[config.mk]
export PLATFORM = sky130hd
export DESIGN_NAME = pipeline_ctrl
export DESIGN_NICKNAME = d
export VERILOG_FILES = /design/src/rtl/pipeline_pkg.sv /design/src/rtl/hazard_detect.sv /design/src/rtl/pipeline_ctrl.sv
export SDC_FILE = /design/constraint.sdc
export NUM_CORES = 1
export LEC_CHECK = 0
export CORE_ASPECT_RATIO = 0.6
export CORE_UTILIZATION = 30
export CTS_BUF_LIST = sky130_fd_sc_hd__clkbuf_2
export CTS_CLUSTER_DIAMETER = 50
export CTS_CLUSTER_SIZE = 8
export DETAILED_ROUTE_END_ITERATION = 16
export GPL_TIMING_DRIVEN = 0
export MAX_ROUTING_LAYER = met4
export PLACE_DENSITY = 0.7
export SYNTH_ARGS = -nofsm -noshare
export SYNTH_HDL_FRONTEND = slang
export SYNTH_SLANG_ARGS = --single-unit
[constraint.sdc]
create_clock -name clk -period 2.43 [get_ports clk]
set_input_delay 0.486 -clock clk [delete_from_list [all_inputs] [get_ports clk]]
set_output_delay 0.486 -clock clk [all_outputs]
set_load 0.02 [all_outputs]
[src/rtl/pipeline_pkg.sv]
`default_nettype none
// ============================================================================
// Module      : pipeline_pkg
// Description : Shared constants for the 5-stage pipeline controller: datapath
//               widths and the sequencing FSM state encoding.
// Revision    : 1.0 - initial release
// ============================================================================
package pipeline_pkg;

  localparam int XLEN  = 32;
  localparam int REG_W = 5;

  // Sequencing FSM state encoding (kept as plain vectors for legacy tools)
  localparam logic [1:0] ST_RUN      = 2'd0;
  localparam logic [1:0] ST_MEM_WAIT = 2'd1;
  localparam logic [1:0] ST_ERROR    = 2'd2;

endpackage : pipeline_pkg
`default_nettype wire

[src/rtl/hazard_detect.sv]
`default_nettype none
// ============================================================================
// Module      : hazard_detect
// Description : Combinational load-use hazard comparator between the load in
//               ID/EX and the source operands of the instruction in IF/ID.
// Revision    : 1.0 - initial release
// ============================================================================
module hazard_detect
  import pipeline_pkg::*;
(
  input  logic [REG_W-1:0] i_rs1,
  input  logic [REG_W-1:0] i_rs2,
  input  logic             i_uses_rs1,
  input  logic             i_uses_rs2,
  input  logic             i_memread,
  input  logic [REG_W-1:0] i_rd,
  output logic             o_load_use
);

  logic w_rs1_hit;
  logic w_rs2_hit;

  // x0 is hard-wired to zero, so a load targeting it never creates a hazard
  always_comb begin
    w_rs1_hit  = i_uses_rs1 && (i_rs1 == i_rd);
    w_rs2_hit  = i_uses_rs2 && (i_rs2 == i_rd);
    o_load_use = i_memread && (i_rd != '0) && (w_rs1_hit || w_rs2_hit);
  end

endmodule : hazard_detect
`default_nettype wire

[src/rtl/pipeline_ctrl.sv]
`default_nettype none
// ============================================================================
// Module      : pipeline_ctrl
// Description : Hazard and sequencing controller for the 5-stage pipeline.
//               Drives per-stage enables/flushes, PC redirect on branches
//               resolved in MEM, the data-memory req/ready handshake with a
//               timeout, and saturating stall/flush performance counters.
// Revision    : 1.0 - initial release
// ============================================================================
module pipeline_ctrl
  import pipeline_pkg::*;
#(
  parameter int MEM_TIMEOUT = 64,
  parameter int CNT_W       = 16
) (
  input  logic             clk,
  input  logic             reset_n,
  input  logic [REG_W-1:0] ifid_rs1,
  input  logic [REG_W-1:0] ifid_rs2,
  input  logic             ifid_uses_rs1,
  input  logic             ifid_uses_rs2,
  input  logic             idex_memread,
  input  logic [REG_W-1:0] idex_rd,
  input  logic             exmem_branch,
  input  logic             exmem_zero,
  input  logic [XLEN-1:0]  exmem_adder,
  input  logic             exmem_memread,
  input  logic             exmem_memwrite,
  input  logic             dmem_ready,
  output logic             pc_write,
  output logic             ifid_write,
  output logic             idex_write,
  output logic             exmem_write,
  output logic             ifid_flush,
  output logic             idex_flush,
  output logic             exmem_flush,
  output logic             memwb_bubble,
  output logic             pc_sel,
  output logic [XLEN-1:0]  pc_target,
  output logic             dmem_req,
  output logic             mem_err,
  output logic [CNT_W-1:0] stall_cnt,
  output logic [CNT_W-1:0] flush_cnt
);

  localparam int WAIT_W = $clog2(MEM_TIMEOUT + 1);

  logic [1:0]        r_state;
  logic [WAIT_W-1:0] r_wait_cnt;
  logic              r_mem_err;
  logic [CNT_W-1:0]  r_stall_cnt;
  logic [CNT_W-1:0]  r_flush_cnt;

  logic [1:0]        w_next_state;
  logic              w_memop;
  logic              w_branch;
  logic              w_load_use;
  logic              w_mem_stall;
  logic              w_lu_stall;
  logic              w_branch_taken;
  logic              w_timeout;

  // Hazard inputs are masked while in reset so outputs settle to RUN values
  always_comb begin
    w_memop  = reset_n && (exmem_memread || exmem_memwrite);
    w_branch = reset_n && exmem_branch && exmem_zero;
  end

  hazard_detect u_hazard_detect (
    .i_rs1      (ifid_rs1),
    .i_rs2      (ifid_rs2),
    .i_uses_rs1 (ifid_uses_rs1),
    .i_uses_rs2 (ifid_uses_rs2),
    .i_memread  (idex_memread && reset_n),
    .i_rd       (idex_rd),
    .o_load_use (w_load_use)
  );

  // Output decode and next-state logic; priority ERROR > mem stall > branch > load-use
  always_comb begin
    pc_write       = 1'b1;
    ifid_write     = 1'b1;
    idex_write     = 1'b1;
    exmem_write    = 1'b1;
    ifid_flush     = 1'b0;
    idex_flush     = 1'b0;
    exmem_flush    = 1'b0;
    memwb_bubble   = 1'b0;
    pc_sel         = 1'b0;
    dmem_req       = 1'b0;
    w_next_state   = r_state;
    w_mem_stall    = 1'b0;
    w_lu_stall     = 1'b0;
    w_branch_taken = 1'b0;
    w_timeout      = 1'b0;
    case (r_state)
      ST_RUN: begin
        dmem_req = w_memop;
        if (w_memop && !dmem_ready) begin
          {pc_write, ifid_write, idex_write, exmem_write} = 4'b0000;
          memwb_bubble = 1'b1;
          w_mem_stall  = 1'b1;
          w_next_state = ST_MEM_WAIT;
        end else if (w_branch && !w_memop) begin
          // Flushing IF/ID and ID/EX also removes any load-use victim
          pc_sel         = 1'b1;
          ifid_flush     = 1'b1;
          idex_flush     = 1'b1;
          exmem_flush    = 1'b1;
          w_branch_taken = 1'b1;
        end else if (w_load_use) begin
          pc_write   = 1'b0;
          ifid_write = 1'b0;
          idex_flush = 1'b1;
          w_lu_stall = 1'b1;
        end
      end
      ST_MEM_WAIT: begin
        dmem_req = w_memop;
        if (dmem_ready) begin
          w_next_state = ST_RUN;
          if (w_load_use) begin
            pc_write   = 1'b0;
            ifid_write = 1'b0;
            idex_flush = 1'b1;
            w_lu_stall = 1'b1;
          end
        end else begin
          {pc_write, ifid_write, idex_write, exmem_write} = 4'b0000;
          memwb_bubble = 1'b1;
          w_mem_stall  = 1'b1;
          // The count reaching the limit on this cycle ends the wait
          if (r_wait_cnt == WAIT_W'(MEM_TIMEOUT - 1)) begin
            w_timeout    = 1'b1;
            w_next_state = ST_ERROR;
          end
        end
      end
      ST_ERROR: begin
        {pc_write, ifid_write, idex_write, exmem_write} = 4'b0000;
        memwb_bubble = 1'b1;
      end
      default: begin
        w_next_state = ST_RUN;
      end
    endcase
  end

  // State, wait counter and sticky error
  always_ff @(posedge clk or negedge reset_n) begin
    if (!reset_n) begin
      r_state    <= ST_RUN;
      r_wait_cnt <= '0;
      r_mem_err  <= 1'b0;
    end else begin
      r_state <= w_next_state;
      if (r_state == ST_RUN && w_mem_stall) begin
        r_wait_cnt <= WAIT_W'(1);
      end else if (r_state == ST_MEM_WAIT) begin
        r_wait_cnt <= dmem_ready ? '0 : r_wait_cnt + WAIT_W'(1);
      end
      if (w_timeout) begin
        r_mem_err <= 1'b1;
      end
    end
  end

  // Saturating performance counters
  always_ff @(posedge clk or negedge reset_n) begin
    if (!reset_n) begin
      r_stall_cnt <= '0;
      r_flush_cnt <= '0;
    end else begin
      if ((w_mem_stall || w_lu_stall) && (r_stall_cnt != '1)) begin
        r_stall_cnt <= r_stall_cnt + CNT_W'(1);
      end
      if (w_branch_taken && (r_flush_cnt != '1)) begin
        r_flush_cnt <= r_flush_cnt + CNT_W'(1);
      end
    end
  end

  assign pc_target = exmem_adder;
  assign mem_err   = r_mem_err;
  assign stall_cnt = r_stall_cnt;
  assign flush_cnt = r_flush_cnt;

endmodule : pipeline_ctrl
`default_nettype wire

==> metrics list <==
* Yosys warns: 0
- The internal portion of the total power is 0.00103 W.
* Count of TritonRoute iterations in the first routing pass: 4
- TritonCTS clock tree: done
* GRT Util Overall: 0.159
* Post-route DRC: 0
* CTS clock-pin slew for the worst setup and hold paths: 0.23 ns
* GPL Wtd Cong: 0.785
- The flow ran to the end, and the final reports show no timing, DRC or antenna violations.
* Clock latency at the later pin of the worst-skew pair: 0.42 ns
- From bottom edge to top edge, the die measures 73.1 µm.
- The most numerous cell type found on the critical path is buf_6.
- Worst slack at placement: -0.963 ns
* Maximum clock path buffer count: 2
* Part of the total power dissipated in the clock network: 0.301
- In this run the cell area of the synthesized design comes to 2530 µm².
* Met3 track demand over resource in global routing: 0.0422
* Lkg Pwr: 1.85 nW
* Buf+Inv Stages, Crit Path: 3
* Number of clock sinks: between 40 and 50
- Number of primary I/O pins: 132
* # setup viols final: 0
- Half-perimeter wire length after detailed placement: 4950 µm
- After detailed routing, the total wire length is between 6000 and 7000 µm.
- The final count of pins violating max slew was 0.
- Global-route track usage on met2: 0.241
- Startpoint type of the worst setup path: primary input
- In this run the power spent charging and discharging nets is 0.000332 W.
* Number of cells on the worst reg-to-reg path: 6
- Total Power: 0.00136 W
- After global routing, the most crowded layer is met2.
- Kind of end point of the critical path: output pin
* Combinational power share: 0.181
- The initial utilization of the core area, before any placement, comes to 0.316.
* Number of antenna violations at the first check in global routing: 0
- After floorplanning, the core was divided into 25 placement rows.
- DRT iter0 DRCs: 72
- The number of global-route vias before repair came to 2,102.
* Time the final worst path needs with I/O delays and setup: 2.37 ns
- Proportion of power drawn by flip-flops and latches: 0.518
- For this design the ratio of total power to cell area is 345 nW/µm².
- Met1 track utilization from global routing: 0.215
- Of the available clock period, the critical path in the final layout requires 0.976.
- At the end of the flow, the number of nets in the layout was 431.
* Final WS setup: 0.0584 ns
* Die X-Extent: 121 µm
* Signed area change from the synthesized netlist to the final layout: 55.5%
- Clock tree synthesis inserted a total of 5 buffers.
* Total number of H-tree levels: 2
* Max-capacitance violation count: 0
- Net switching fraction of the power: 0.245
- Hold violation count in the final report: 0
- The first global-routing pass estimated about 11,000 µm of wire.
- Worst rel slew slack: 0.480
- Entering global routing, the biggest net connects 21 pins.
- Total congestion overflow: 0
* Total of buffers placed on input and output ports: 99
- At the pin with the least slew margin, the transition time is just under 0.8 ns.
* Worst supply voltage drop on vdd: 0.178 mV
- Async SR Flop Fraction: 1.00
- Cell class contributing the biggest share of worst-path delay: simple AND/OR/NAND/NOR gates
- Seq cells post-synth: 42
- Routed wire length per instance: between 10 and 15 µm
- Net count of the mapped netlist: 315
- Detailed routing inserted a total of 2,141 vias.
* Slowest stage delay, CP: roughly 0.38 ns
- Type of the tightest min-delay check: in -> async
- Dividing the synthesized area by the synthesized cell count gives 9.92 µm².
* Drt via density: 4.45
- Area of the die: between 8000 and 9000 µm²
- At the worst endpoint, the arrival time is 1.89 ns.
- Max Clock Skew: 0.0320 ns
- After floorplanning, the core was sized to cover between 8000 and 9000 µm².
- Post-layout utilization of the core: 0.491
- The root buffer cell chosen for the clock tree is clkbuf_2.
- Critical-path maximum fanout: 3
- Setup slack on the worst reg-to-reg path comes out at 0.39 ns.
* Classification of the worst setup path: in -> out
- Count of flip-flops with a built-in enable after synthesis: 0
- Netlist cell types: 45
- The worst register-to-register path ends at stall_cnt[1]$_DFFE_PN0P_.
* Cell type of the slowest stage on the worst timing path: or3_4
- Layout cells sized above 1: 0.258
* Data required time of the critical path: 1.94 ns
- Highest achievable clock rate: 422 MHz
- Synth Flop Type: dfrtp_1
* Share of the yosys chip area belonging to registers: 0.415
- The tightest hold path in the finished design has a slack of approximately 0.11 ns.
- Source of the worst register-to-register timing path: stall_cnt[0]$_DFFE_PN0P_
* Gate Count Post-Synth: 255
- Number of nets with antenna violations after detailed routing: 0
- The signal on the critical path passes through buf_2 -> or3_4 -> o311a_1 -> and2_4 -> a21oi_4 -> buf_6 -> buf_6.
sequential cells by signal (all words and copies together), names as in the netlist:
signal	count
mem_err	1
flush_cnt	16
r_wait_cnt	7
r_state	2
stall_cnt	16
synth_stat cells, types with 2 or more instances:
| cell | count | area (µm²) |
|---|---|---|
| inv_1 | 7 | 26.3 |
| buf_4 | 36 | 270 |
| a21oi_1 | 4 | 20.0 |
| nor3_2 | 3 | 30.0 |
| nand4_1 | 6 | 37.5 |
| and3_1 | 7 | 43.8 |
| nand2_1 | 21 | 78.8 |
| xnor2_1 | 26 | 228 |
| nor2b_1 | 2 | 12.5 |
| nand2b_1 | 3 | 18.8 |
| ha_1 | 3 | 37.5 |
| nand3_1 | 14 | 70.1 |
| and2_1 | 2 | 12.5 |
| and4_1 | 2 | 17.5 |
| nor2_1 | 16 | 60.1 |
| dfrtp_1 | 42 | 1050 |
| nor4_1 | 3 | 18.8 |
| nor3_1 | 6 | 30.0 |
| buf_6 | 3 | 33.8 |
| xor2_1 | 13 | 114 |
| mux2i_1 | 2 | 20.0 |
| a31oi_1 | 3 | 18.8 |
| o21ai_0 | 9 | 45.0 |
logic make-up after synthesis:
kind of cell	synth area share
XOR/XNOR	0.135
flip-flops	0.415
multiplexers	0.0168
AND/OR/NAND/NOR	0.204
buffers and inverters	0.131
AO/OA/AOI/OAI	0.0831
adder cells (fa/ha/maj)	0.0148
layer usage:
| metal | routed length [µm] | up-vias | share of wire |
|---|---|---|---|
| li1 | - | 1075 | - |
| met1 | 3170 | 1011 | 0.49 |
| met2 | 2980 | 50 | 0.46 |
| met3 | 286 | 5 | 0.044 |
| met4 | 30 | 0 | 0.0046 |
| met5 | 0 | - | 0 |
worst max path at each step:
stage	start	endpoint	slack (ns)	depth (start not counted)
finish	idex_rd[2]	pc_write	0.06	7
global route	idex_rd[4]	idex_flush	-0.01	8
CTS	exmem_zero	pc_write	-0.09	8
detailed placement	reset_n	pc_write	-0.96	9
global placement	reset_n	pc_write	-2.59	8
floorplan	exmem_memwrite	pc_write	0.08	6
through the flow:
stage	area [µm²]	instances	TNS (ns)
finish	3930	481	0
global route	3930	480	-0.00953
CTS	3860	479	-0.0931
detailed placement	3670	463	-12.09
global placement	3660	462	-101.98
floorplan	2530	255	0
layout by cell type (no fill, tap or decap), drive strengths merged, types with 7 or more instances in the layout:
master	n
o21ai	10
nand4	7
nor2	16
xnor2	26
clkdlybuf4s50	71
dfrtp	42
and3	8
xor2	13
inv	7
clkbuf	9
dlymetal6s2s	9
nand2	21
nor3	9
nand3	15
buf	55
layout make-up:
type	instances	area (µm²)
Fill cell	751	4070
Multi-Input combinational cell	167	1240
Timing Repair Buffer	109	1110
Sequential cell	42	1050
Buffer	39	308
Tap cell	108	135
Clock buffer	7	35.0
Clock inverter	1	30.0
Inverter	7	26.3
Antenna cell	1	2.50
repair_timing:
action                     in CTS  in global routing
setup endpoints to repair       9                  7
cloned                          1                  0
hold endpoints to repair        5                  0
buffers inserted                5                  1
pin swaps                      10                 12
gates resized for setup        55                 32
hold buffers                    2                  0
power by group through the flow:
| stage | Sequential [W] | Clock (W) | Combinational (W) |
|---|---|---|---|
| 6_report | 0.000703 | 0.000409 | 0.000245 |
| 5_1_grt | 0.000705 | 0.000468 | 0.000260 |
| 4_1_cts | 0.000704 | 0.000429 | 0.000244 |
| 3_5_place_dp | 0.000716 | 0 | 0.000229 |
| 3_3_place_gp | 0.000716 | 0 | 0.000222 |
| 2_1_floorplan | 0.000717 | 0 | 0.000102 |
Note: power is estimated with default switching activity, not from simulation.
